===== src/rtl/hazard_pipe_ctrl_pkg.sv =====
// Shared definitions for the hazard / pipeline-control tracker and its neighbours
// (forwarding unit, control unit): register-zero index, hazard codes, control-bit layout.
package hazard_pipe_ctrl_pkg;

    localparam int REG_ZERO = 0;

    typedef enum logic [1:0] {
        HZ_NONE = 2'd0,
        HZ_LU   = 2'd1,
        HZ_BRA  = 2'd2,
        HZ_BRL  = 2'd3
    } hazard_e;

    // Bit positions inside ctrl_t, shared with the forwarding and control units.
    localparam int CTRL_W         = 3;
    localparam int CTRL_MEM_WRITE = 0;
    localparam int CTRL_MEM_READ  = 1;
    localparam int CTRL_REG_WRITE = 2;

    typedef struct packed {
        logic reg_write;
        logic mem_read;
        logic mem_write;
    } ctrl_t;

endpackage


===== src/rtl/hazard_pipe_ctrl_hazard_detect.sv =====
// Combinational load-use / branch-in-ID hazard detection; register 0 never matches.
module hazard_detect
    import hazard_pipe_ctrl_pkg::*;
#(
    parameter int REG_ADDR_W = 5
) (
    input  logic                  id_valid,
    input  logic [REG_ADDR_W-1:0] id_rs,
    input  logic [REG_ADDR_W-1:0] id_rt,
    input  logic                  id_uses_rt,
    input  logic                  id_beq,
    input  logic                  id_bne,
    input  logic [REG_ADDR_W-1:0] idex_rd,
    input  logic                  idex_reg_write,
    input  logic                  idex_mem_read,
    input  logic [REG_ADDR_W-1:0] exmem_rd,
    input  logic                  exmem_mem_read,
    output logic                  br,
    output logic                  stall,
    output logic [1:0]            hazard_code
);

    localparam logic [REG_ADDR_W-1:0] ZERO = REG_ADDR_W'(REG_ZERO);

    logic lu;
    logic bra;
    logic brl;

    always_comb begin
        br  = id_valid && (id_beq || id_bne);
        lu  = idex_mem_read && (idex_rd != ZERO) &&
              ((idex_rd == id_rs) || (id_uses_rt && (idex_rd == id_rt)));
        // A branch resolves in ID, so it waits on any in-flight producer in EX
        // and additionally on a load still in MEM.
        bra = br && idex_reg_write && (idex_rd != ZERO) &&
              ((idex_rd == id_rs) || (idex_rd == id_rt));
        brl = br && exmem_mem_read && (exmem_rd != ZERO) &&
              ((exmem_rd == id_rs) || (exmem_rd == id_rt));
        stall = id_valid && (lu || bra || brl);

        hazard_code = HZ_NONE;
        if (stall) begin
            if (lu) begin
                hazard_code = HZ_LU;
            end else if (bra) begin
                hazard_code = HZ_BRA;
            end else begin
                hazard_code = HZ_BRL;
            end
        end
    end

endmodule


===== src/rtl/hazard_pipe_ctrl.sv =====
// Pipeline-register tracker, stall FSM and error flag feeding the forwarding unit.
// Optional HAZARD_PERF_COUNT_EN adds saturating stall/flush performance counters.
module hazard_pipe_ctrl
    import hazard_pipe_ctrl_pkg::*;
#(
    parameter int REG_ADDR_W = 5,
    parameter int MAX_STALL  = 2,
    parameter int COUNT_W    = 32
) (
    input  logic                  clk,
    input  logic                  reset,
    input  logic                  id_valid,
    input  logic [REG_ADDR_W-1:0] id_rs,
    input  logic [REG_ADDR_W-1:0] id_rt,
    input  logic [REG_ADDR_W-1:0] id_rd,
    input  logic                  id_uses_rt,
    input  logic                  id_reg_write,
    input  logic                  id_mem_read,
    input  logic                  id_mem_write,
    input  logic                  id_beq,
    input  logic                  id_bne,
    input  logic                  id_take_branch,
    output logic                  pc_write,
    output logic                  ifid_write,
    output logic                  ifid_flush,
    output logic [REG_ADDR_W-1:0] idex_rs,
    output logic [REG_ADDR_W-1:0] idex_rt,
    output logic [REG_ADDR_W-1:0] idex_rd,
    output logic [REG_ADDR_W-1:0] exmem_rd,
    output logic [REG_ADDR_W-1:0] memwb_rd,
    output logic                  idex_reg_write,
    output logic                  idex_mem_read,
    output logic                  idex_mem_write,
    output logic                  exmem_reg_write,
    output logic                  exmem_mem_read,
    output logic                  exmem_mem_write,
    output logic                  memwb_reg_write,
    output logic                  memwb_mem_read,
    output logic [1:0]            hazard_code,
    output logic                  err_stall,
    output logic [COUNT_W-1:0]    stall_count,
    output logic [COUNT_W-1:0]    flush_count
);

    localparam int                SCNT_W   = $clog2(MAX_STALL + 2);
    localparam logic [SCNT_W-1:0] SCNT_MAX = SCNT_W'(MAX_STALL);

    logic [REG_ADDR_W-1:0] idex_rs_q, idex_rs_d;
    logic [REG_ADDR_W-1:0] idex_rt_q, idex_rt_d;
    logic [REG_ADDR_W-1:0] idex_rd_q, idex_rd_d;
    ctrl_t                 idex_ctrl_q, idex_ctrl_d;
    logic [REG_ADDR_W-1:0] exmem_rd_q, exmem_rd_d;
    ctrl_t                 exmem_ctrl_q, exmem_ctrl_d;
    logic [REG_ADDR_W-1:0] memwb_rd_q, memwb_rd_d;
    logic                  memwb_reg_write_q, memwb_reg_write_d;
    logic                  memwb_mem_read_q, memwb_mem_read_d;
    hazard_e               state_q, state_d;
    logic [SCNT_W-1:0]     stall_cnt_q, stall_cnt_d;
    logic                  err_stall_q, err_stall_d;

    logic                  br;
    logic                  stall;
    logic [1:0]            hz_code;

    hazard_detect #(
        .REG_ADDR_W (REG_ADDR_W)
    ) u_hazard_detect (
        .id_valid       (id_valid),
        .id_rs          (id_rs),
        .id_rt          (id_rt),
        .id_uses_rt     (id_uses_rt),
        .id_beq         (id_beq),
        .id_bne         (id_bne),
        .idex_rd        (idex_rd_q),
        .idex_reg_write (idex_ctrl_q.reg_write),
        .idex_mem_read  (idex_ctrl_q.mem_read),
        .exmem_rd       (exmem_rd_q),
        .exmem_mem_read (exmem_ctrl_q.mem_read),
        .br             (br),
        .stall          (stall),
        .hazard_code    (hz_code)
    );

    always_comb begin
        // NOTE: every variable gets a default first so no path through this block infers a latch.
        idex_rs_d   = '0;
        idex_rt_d   = '0;
        idex_rd_d   = '0;
        idex_ctrl_d = '0;
        if (id_valid && !stall) begin
            idex_rs_d   = id_rs;
            idex_rt_d   = id_rt;
            idex_rd_d   = id_rd;
            idex_ctrl_d = '{reg_write: id_reg_write, mem_read: id_mem_read, mem_write: id_mem_write};
        end

        exmem_rd_d        = idex_rd_q;
        exmem_ctrl_d      = idex_ctrl_q;
        memwb_rd_d        = exmem_rd_q;
        memwb_reg_write_d = exmem_ctrl_q.reg_write;
        memwb_mem_read_d  = exmem_ctrl_q.mem_read;

        state_d     = stall ? hazard_e'(hz_code) : HZ_NONE;
        stall_cnt_d = '0;
        if (stall) begin
            stall_cnt_d = (stall_cnt_q == SCNT_MAX) ? stall_cnt_q : stall_cnt_q + SCNT_W'(1);
        end
        err_stall_d = err_stall_q || (stall && (stall_cnt_q == SCNT_MAX));
    end

    // NOTE: the pipeline registers are reset (they are not a memory) because the
    // hazard terms read them combinationally and must see bubbles after reset.
    always_ff @(posedge clk or posedge reset) begin
        if (reset) begin
            idex_rs_q         <= '0;
            idex_rt_q         <= '0;
            idex_rd_q         <= '0;
            idex_ctrl_q       <= '0;
            exmem_rd_q        <= '0;
            exmem_ctrl_q      <= '0;
            memwb_rd_q        <= '0;
            memwb_reg_write_q <= 1'b0;
            memwb_mem_read_q  <= 1'b0;
            state_q           <= HZ_NONE;
            stall_cnt_q       <= '0;
            err_stall_q       <= 1'b0;
        end else begin
            // NOTE: non-blocking so every stage samples the pre-edge value of the one before it.
            idex_rs_q         <= idex_rs_d;
            idex_rt_q         <= idex_rt_d;
            idex_rd_q         <= idex_rd_d;
            idex_ctrl_q       <= idex_ctrl_d;
            exmem_rd_q        <= exmem_rd_d;
            exmem_ctrl_q      <= exmem_ctrl_d;
            memwb_rd_q        <= memwb_rd_d;
            memwb_reg_write_q <= memwb_reg_write_d;
            memwb_mem_read_q  <= memwb_mem_read_d;
            state_q           <= state_d;
            stall_cnt_q       <= stall_cnt_d;
            err_stall_q       <= err_stall_d;
        end
    end

    assign pc_write        = !stall;
    assign ifid_write      = !stall;
    assign ifid_flush      = id_take_branch && br && !stall;
    assign idex_rs         = idex_rs_q;
    assign idex_rt         = idex_rt_q;
    assign idex_rd         = idex_rd_q;
    assign idex_reg_write  = idex_ctrl_q.reg_write;
    assign idex_mem_read   = idex_ctrl_q.mem_read;
    assign idex_mem_write  = idex_ctrl_q.mem_write;
    assign exmem_rd        = exmem_rd_q;
    assign exmem_reg_write = exmem_ctrl_q.reg_write;
    assign exmem_mem_read  = exmem_ctrl_q.mem_read;
    assign exmem_mem_write = exmem_ctrl_q.mem_write;
    assign memwb_rd        = memwb_rd_q;
    assign memwb_reg_write = memwb_reg_write_q;
    assign memwb_mem_read  = memwb_mem_read_q;
    assign hazard_code     = state_q;
    assign err_stall       = err_stall_q;

`ifdef HAZARD_PERF_COUNT_EN
    logic [COUNT_W-1:0] stall_count_q, stall_count_d;
    logic [COUNT_W-1:0] flush_count_q, flush_count_d;

    always_comb begin
        stall_count_d = stall_count_q;
        flush_count_d = flush_count_q;
        if (stall && (stall_count_q != '1)) begin
            stall_count_d = stall_count_q + COUNT_W'(1);
        end
        if (ifid_flush && (flush_count_q != '1)) begin
            flush_count_d = flush_count_q + COUNT_W'(1);
        end
    end

    always_ff @(posedge clk or posedge reset) begin
        if (reset) begin
            stall_count_q <= '0;
            flush_count_q <= '0;
        end else begin
            stall_count_q <= stall_count_d;
            flush_count_q <= flush_count_d;
        end
    end

    assign stall_count = stall_count_q;
    assign flush_count = flush_count_q;
`else
    assign stall_count = '0;
    assign flush_count = '0;
`endif

endmodule


===== config.mk =====
export PLATFORM = sky130hd
export DESIGN_NAME = hazard_pipe_ctrl
export DESIGN_NICKNAME = d
export VERILOG_FILES = /design/src/rtl/hazard_pipe_ctrl_pkg.sv /design/src/rtl/hazard_pipe_ctrl_hazard_detect.sv /design/src/rtl/hazard_pipe_ctrl.sv
export SDC_FILE = /design/constraint.sdc
export NUM_CORES = 1
export LEC_CHECK = 0
export ABC_AREA = 1
export CORE_MARGIN = 2
export CORE_UTILIZATION = 41
export CTS_CLUSTER_SIZE = 30
export DETAILED_ROUTE_END_ITERATION = 7
export GPL_TIMING_DRIVEN = 0
export PLACE_DENSITY = 0.89
export SYNTH_ARGS = -nofsm -noshare
export SYNTH_HDL_FRONTEND = slang
export SYNTH_HIERARCHICAL = 1
export SYNTH_SLANG_ARGS = --single-unit

===== constraint.sdc =====
create_clock -name clk -period 2.4 [get_ports clk]
set_input_delay 0.24 -clock clk [delete_from_list [all_inputs] [get_ports clk]]
set_output_delay 0.24 -clock clk [all_outputs]
set_load 0.02 [all_outputs]

==> results by group <==
Layout
  • Antenna diode count: 0
  • Layout cells sized above 1: 25.6%
  • Final Net Count: 416
  • Final Util: 63.1%
  • # fillers: 453
  • Area Overhead vs Synth: 48.2%
  • Sequential cell area: 957 sq um
  • Area of the multi-input gates: 766 sq um

Critical path
  • CP dominant cell by count: nand2_1
  • Flop2flop setup slack: 590 ps
  • Worst-path cell chain: nand2_1 -> clkinv_1 -> nor2_1 -> nor2_1 -> nand3_1 -> nand2_1 -> nand2_1 -> nand3_1 -> nand2_1 -> inv_1 -> buf_6 -> inv_8 -> clkdlybuf4s15_1
  • CP Depth: 13
  • CP Launch Point: idex_rd[0]
  • Startpoint Class: flip-flop
  • Setup crit end: ifid_write
  • RR Endpoint: idex_rs[1]
  • Critical path capture point type: output port
  • Critical Path AT: 1990 ps
  • Req. time, crit path: 2160 ps
  • Critical path type: flip-flop to output port
  • Crit-path max cell delay: 450 ps
  • Reg2reg start: idex_rd[1]
  • Slowest CP cell: dfrtp_2
  • Critical Path Fanout Max: 8
  • Crit-path leading delay family: simple AND/OR/NAND/NOR gates
  • R2R depth: 15
  • Worst Path Buf+Inv: 5

Global route
  • Antenna violations before repair: 0
  • GRT overflow: 0
  • Vias in the first global route: 1681
  • Global-route wire length before repair: 7.45 mm
  • Pin count of the biggest net entering global routing: 39
  • Total track usage: 15.7%

Run status
  • Status: complete, no violations

STA
  • Clk_skew: 7.69 ps
  • Slew HR: 49.3%
  • Fin crit share: 92.9%
  • Fin. max-slew vios: 0
  • Final setup violating endpoints: 0
  • Minimum clock period: 2230 ps
  • Worst slew pin tran: 759 ps
  • Fmax: 0.449 GHz
  • WHS: 278 ps
  • Hold Vio Cnt, Final: 0
  • RSZ-0062 raised after global routing: false

Floorplan
  • Initial Util: 42.6%
  • Chip Width: 76.9 microns
  • Die Y: 76.9 microns
  • Core ar.: 5110 sq um
  • Rows: 26
  • Ports: 128
  • Total Die Area: 5910 sq um

Logic synthesis
  • Post-synth top cells: buf_4 (65), nand2_1 (42), dfrtp_1 (38), inv_1 (38), nor2_1 (24)
  • Number of flops mapped to enable cells by yosys: 0
  • Synth area leaders: dfrtp_1 (44%), buf_4 (22%), nand2_1 (7.2%)
  • Synth top area share: 43.7%
  • Avg Cell Area, Syn: 8.50 sq um
  • Yosys reg bits: 38
  • Syn Std Cell Area: 2180 sq um
  • Count of cell types in the netlist: 23
  • Cells after Synth: 256
  • Synth warn: 6
  • Ys async rst share: 100%
  • Most frequent cell after synthesis: buf_4
  • Yosys top cell by area: dfrtp_1
  • Dominant synthesized flop cell: dfrtp_1
  • Register area share after synthesis: 43.7%

CTS
  • Clk Latency, worst-skew pair: 280 ps
  • Longest Clk Path Bufs: 2
  • CTS buffer count: 5
  • Post-CTS Hold Fix Bufs: 0
  • CTS Sinks: 38
  • Reg clk slew, reported paths: 70 ps
  • CTS tree: yes
  • CTS root buffer: clkbuf_8
  • Htree depth: 2

Placement
  • RD Place Congestion: 0.812
  • Hpwl dp: 3.70 mm
  • IO Port Bufs: 63

Hold path
  • Min-Delay Path Class: primary input to flip-flop

Detailed routing
  • Post-Route WL: 4.51 mm
  • Vias/cell: 3.77
  • DRC violations left: 0
  • DR WL/cell: 9.78 microns
  • 1st-iter DRT viols: 119
  • Via count: 1738
  • Detailed Routing Iterations Pass 1: 4
  • Antenna Nets Post-Route: 0

Flow run
  • Max Cap Viol: 0

Pwr
  • Design Power: 1.55 mW
  • Worst IR Drop VDD: 240 uV
  • PwrDens: 481 nW/um^2
  • Leakage power: 1.89 nW
-- worst min-delay path by stage --
stage / from / endpoint / slack [ps] / depth (start not counted)
after floorplan: id_mem_read / idex_mem_read / 350 / 2
after global placement: exmem_reg_write / memwb_reg_write / 360 / 0
after detailed placement: idex_mem_write / exmem_mem_write / 370 / 0
after CTS: id_rt[4] / idex_rt[4] / 360 / 3
after global routing: id_rt[0] / idex_rt[0] / 270 / 3
final: id_rt[0] / idex_rt[0] / 280 / 3
-- cells in the final DEF, fill, tap and decap left out, types with 6 or more instances in the layout --
cell type        count
buf_4               67
clkbuf_8             6
nand2_1             42
inv_2                6
nand3_1             11
dlygate4sd2_1        7
inv_1               37
xor2_1               6
conb_1              64
nor2_2               9
nor2_1              24
clkdlybuf4s50_1     51
dfrtp_1             33
-- cell families (layout without fill, tap and decap cells) --
family | Yosys count | in the layout | synth area share (%)
simple gates | 91 | 91 | 18.7
flops | 38 | 38 | 43.7
xor+xnor | 10 | 10 | 4.03
other cells | 1 | 64 | 0.172
compound gates | 3 | 3 | 0.805
buf+inv | 112 | 184 | 32.0
fa+ha+maj | 1 | 1 | 0.575
-- power breakdown --
| group | internal (mW) | switching [mW] | leakage [nW] | total, mW |
|---|---|---|---|---|
| logic | 0.189 | 0.233 | 1.35 | 0.423 |
| clock network | 0.231 | 0.204 | 0.0482 | 0.435 |
| registers | 0.671 | 0.0236 | 0.489 | 0.695 |
-- metal layers --
| layer | vias to the layer above | GRT usage, % | wire (microns) |
|---|---|---|---|
| met5 | - | 0 | 0 |
| met4 | 0 | 4.91 | 71 |
| met3 | 7 | 5.53 | 447 |
| met2 | 85 | 29.5 | 2380 |
| met1 | 761 | 16.3 | 1610 |
| li1 | 885 | - | - |
-- metrics by stage --
stage / TNS [ps] / cell area, sq um / setup WS, ps / instances
2_1_floorplan: 0 / 2410 / 602 / 319
3_3_place_gp: -693 / 3130 / -303 / 452
3_5_place_dp: -862 / 3130 / -362 / 452
4_1_cts: 0 / 3210 / 96.3 / 460
5_1_grt: 0 / 3220 / 10.3 / 461
6_report: 0 / 3220 / 171 / 461
-- worst reg2reg max path, stage by stage, from the launching register on --
cell and delay (ps):
dfrtp_2 410, inv_1 70, nand2_1 60, nand2_1 40
nor2_1 110, nand3_1 100, nand2_1 100, nand3_1 110
nand3_1 100, nand2_1 70, inv_1 70, buf_6 140
inv_8 50, nand2_8 90, buf_12 150, nor2_2 40
-- registers in the layout, summed over array words and instances, names as in the netlist, 2 cells and up --
register / count
exmem_rd: 5
idex_rd: 5
idex_rs: 5
idex_rt: 5
memwb_rd: 5
hazard_code: 2
stall_cnt_q: 2
-- cell type report --
class | count | share of cell area (%)
flip-flops and latches | 38 | 29.7
multi-input cells | 169 | 23.7
repair buffers | 64 | 19.4
plain buffers | 67 | 16.1
inverters | 45 | 5.47
well taps | 70 | 2.72
clock buffers | 7 | 2.68
clock inverters | 1 | 0.155
-- timing repair --
item	in CTS	in global routing
endpoints found under the setup margin	3	3
gates cloned	0	0
setup buffers	0	1
hold endpoints to repair	0	0
gates resized for setup	11	10
No activity file was read; power rests on OpenSTA's default activity.
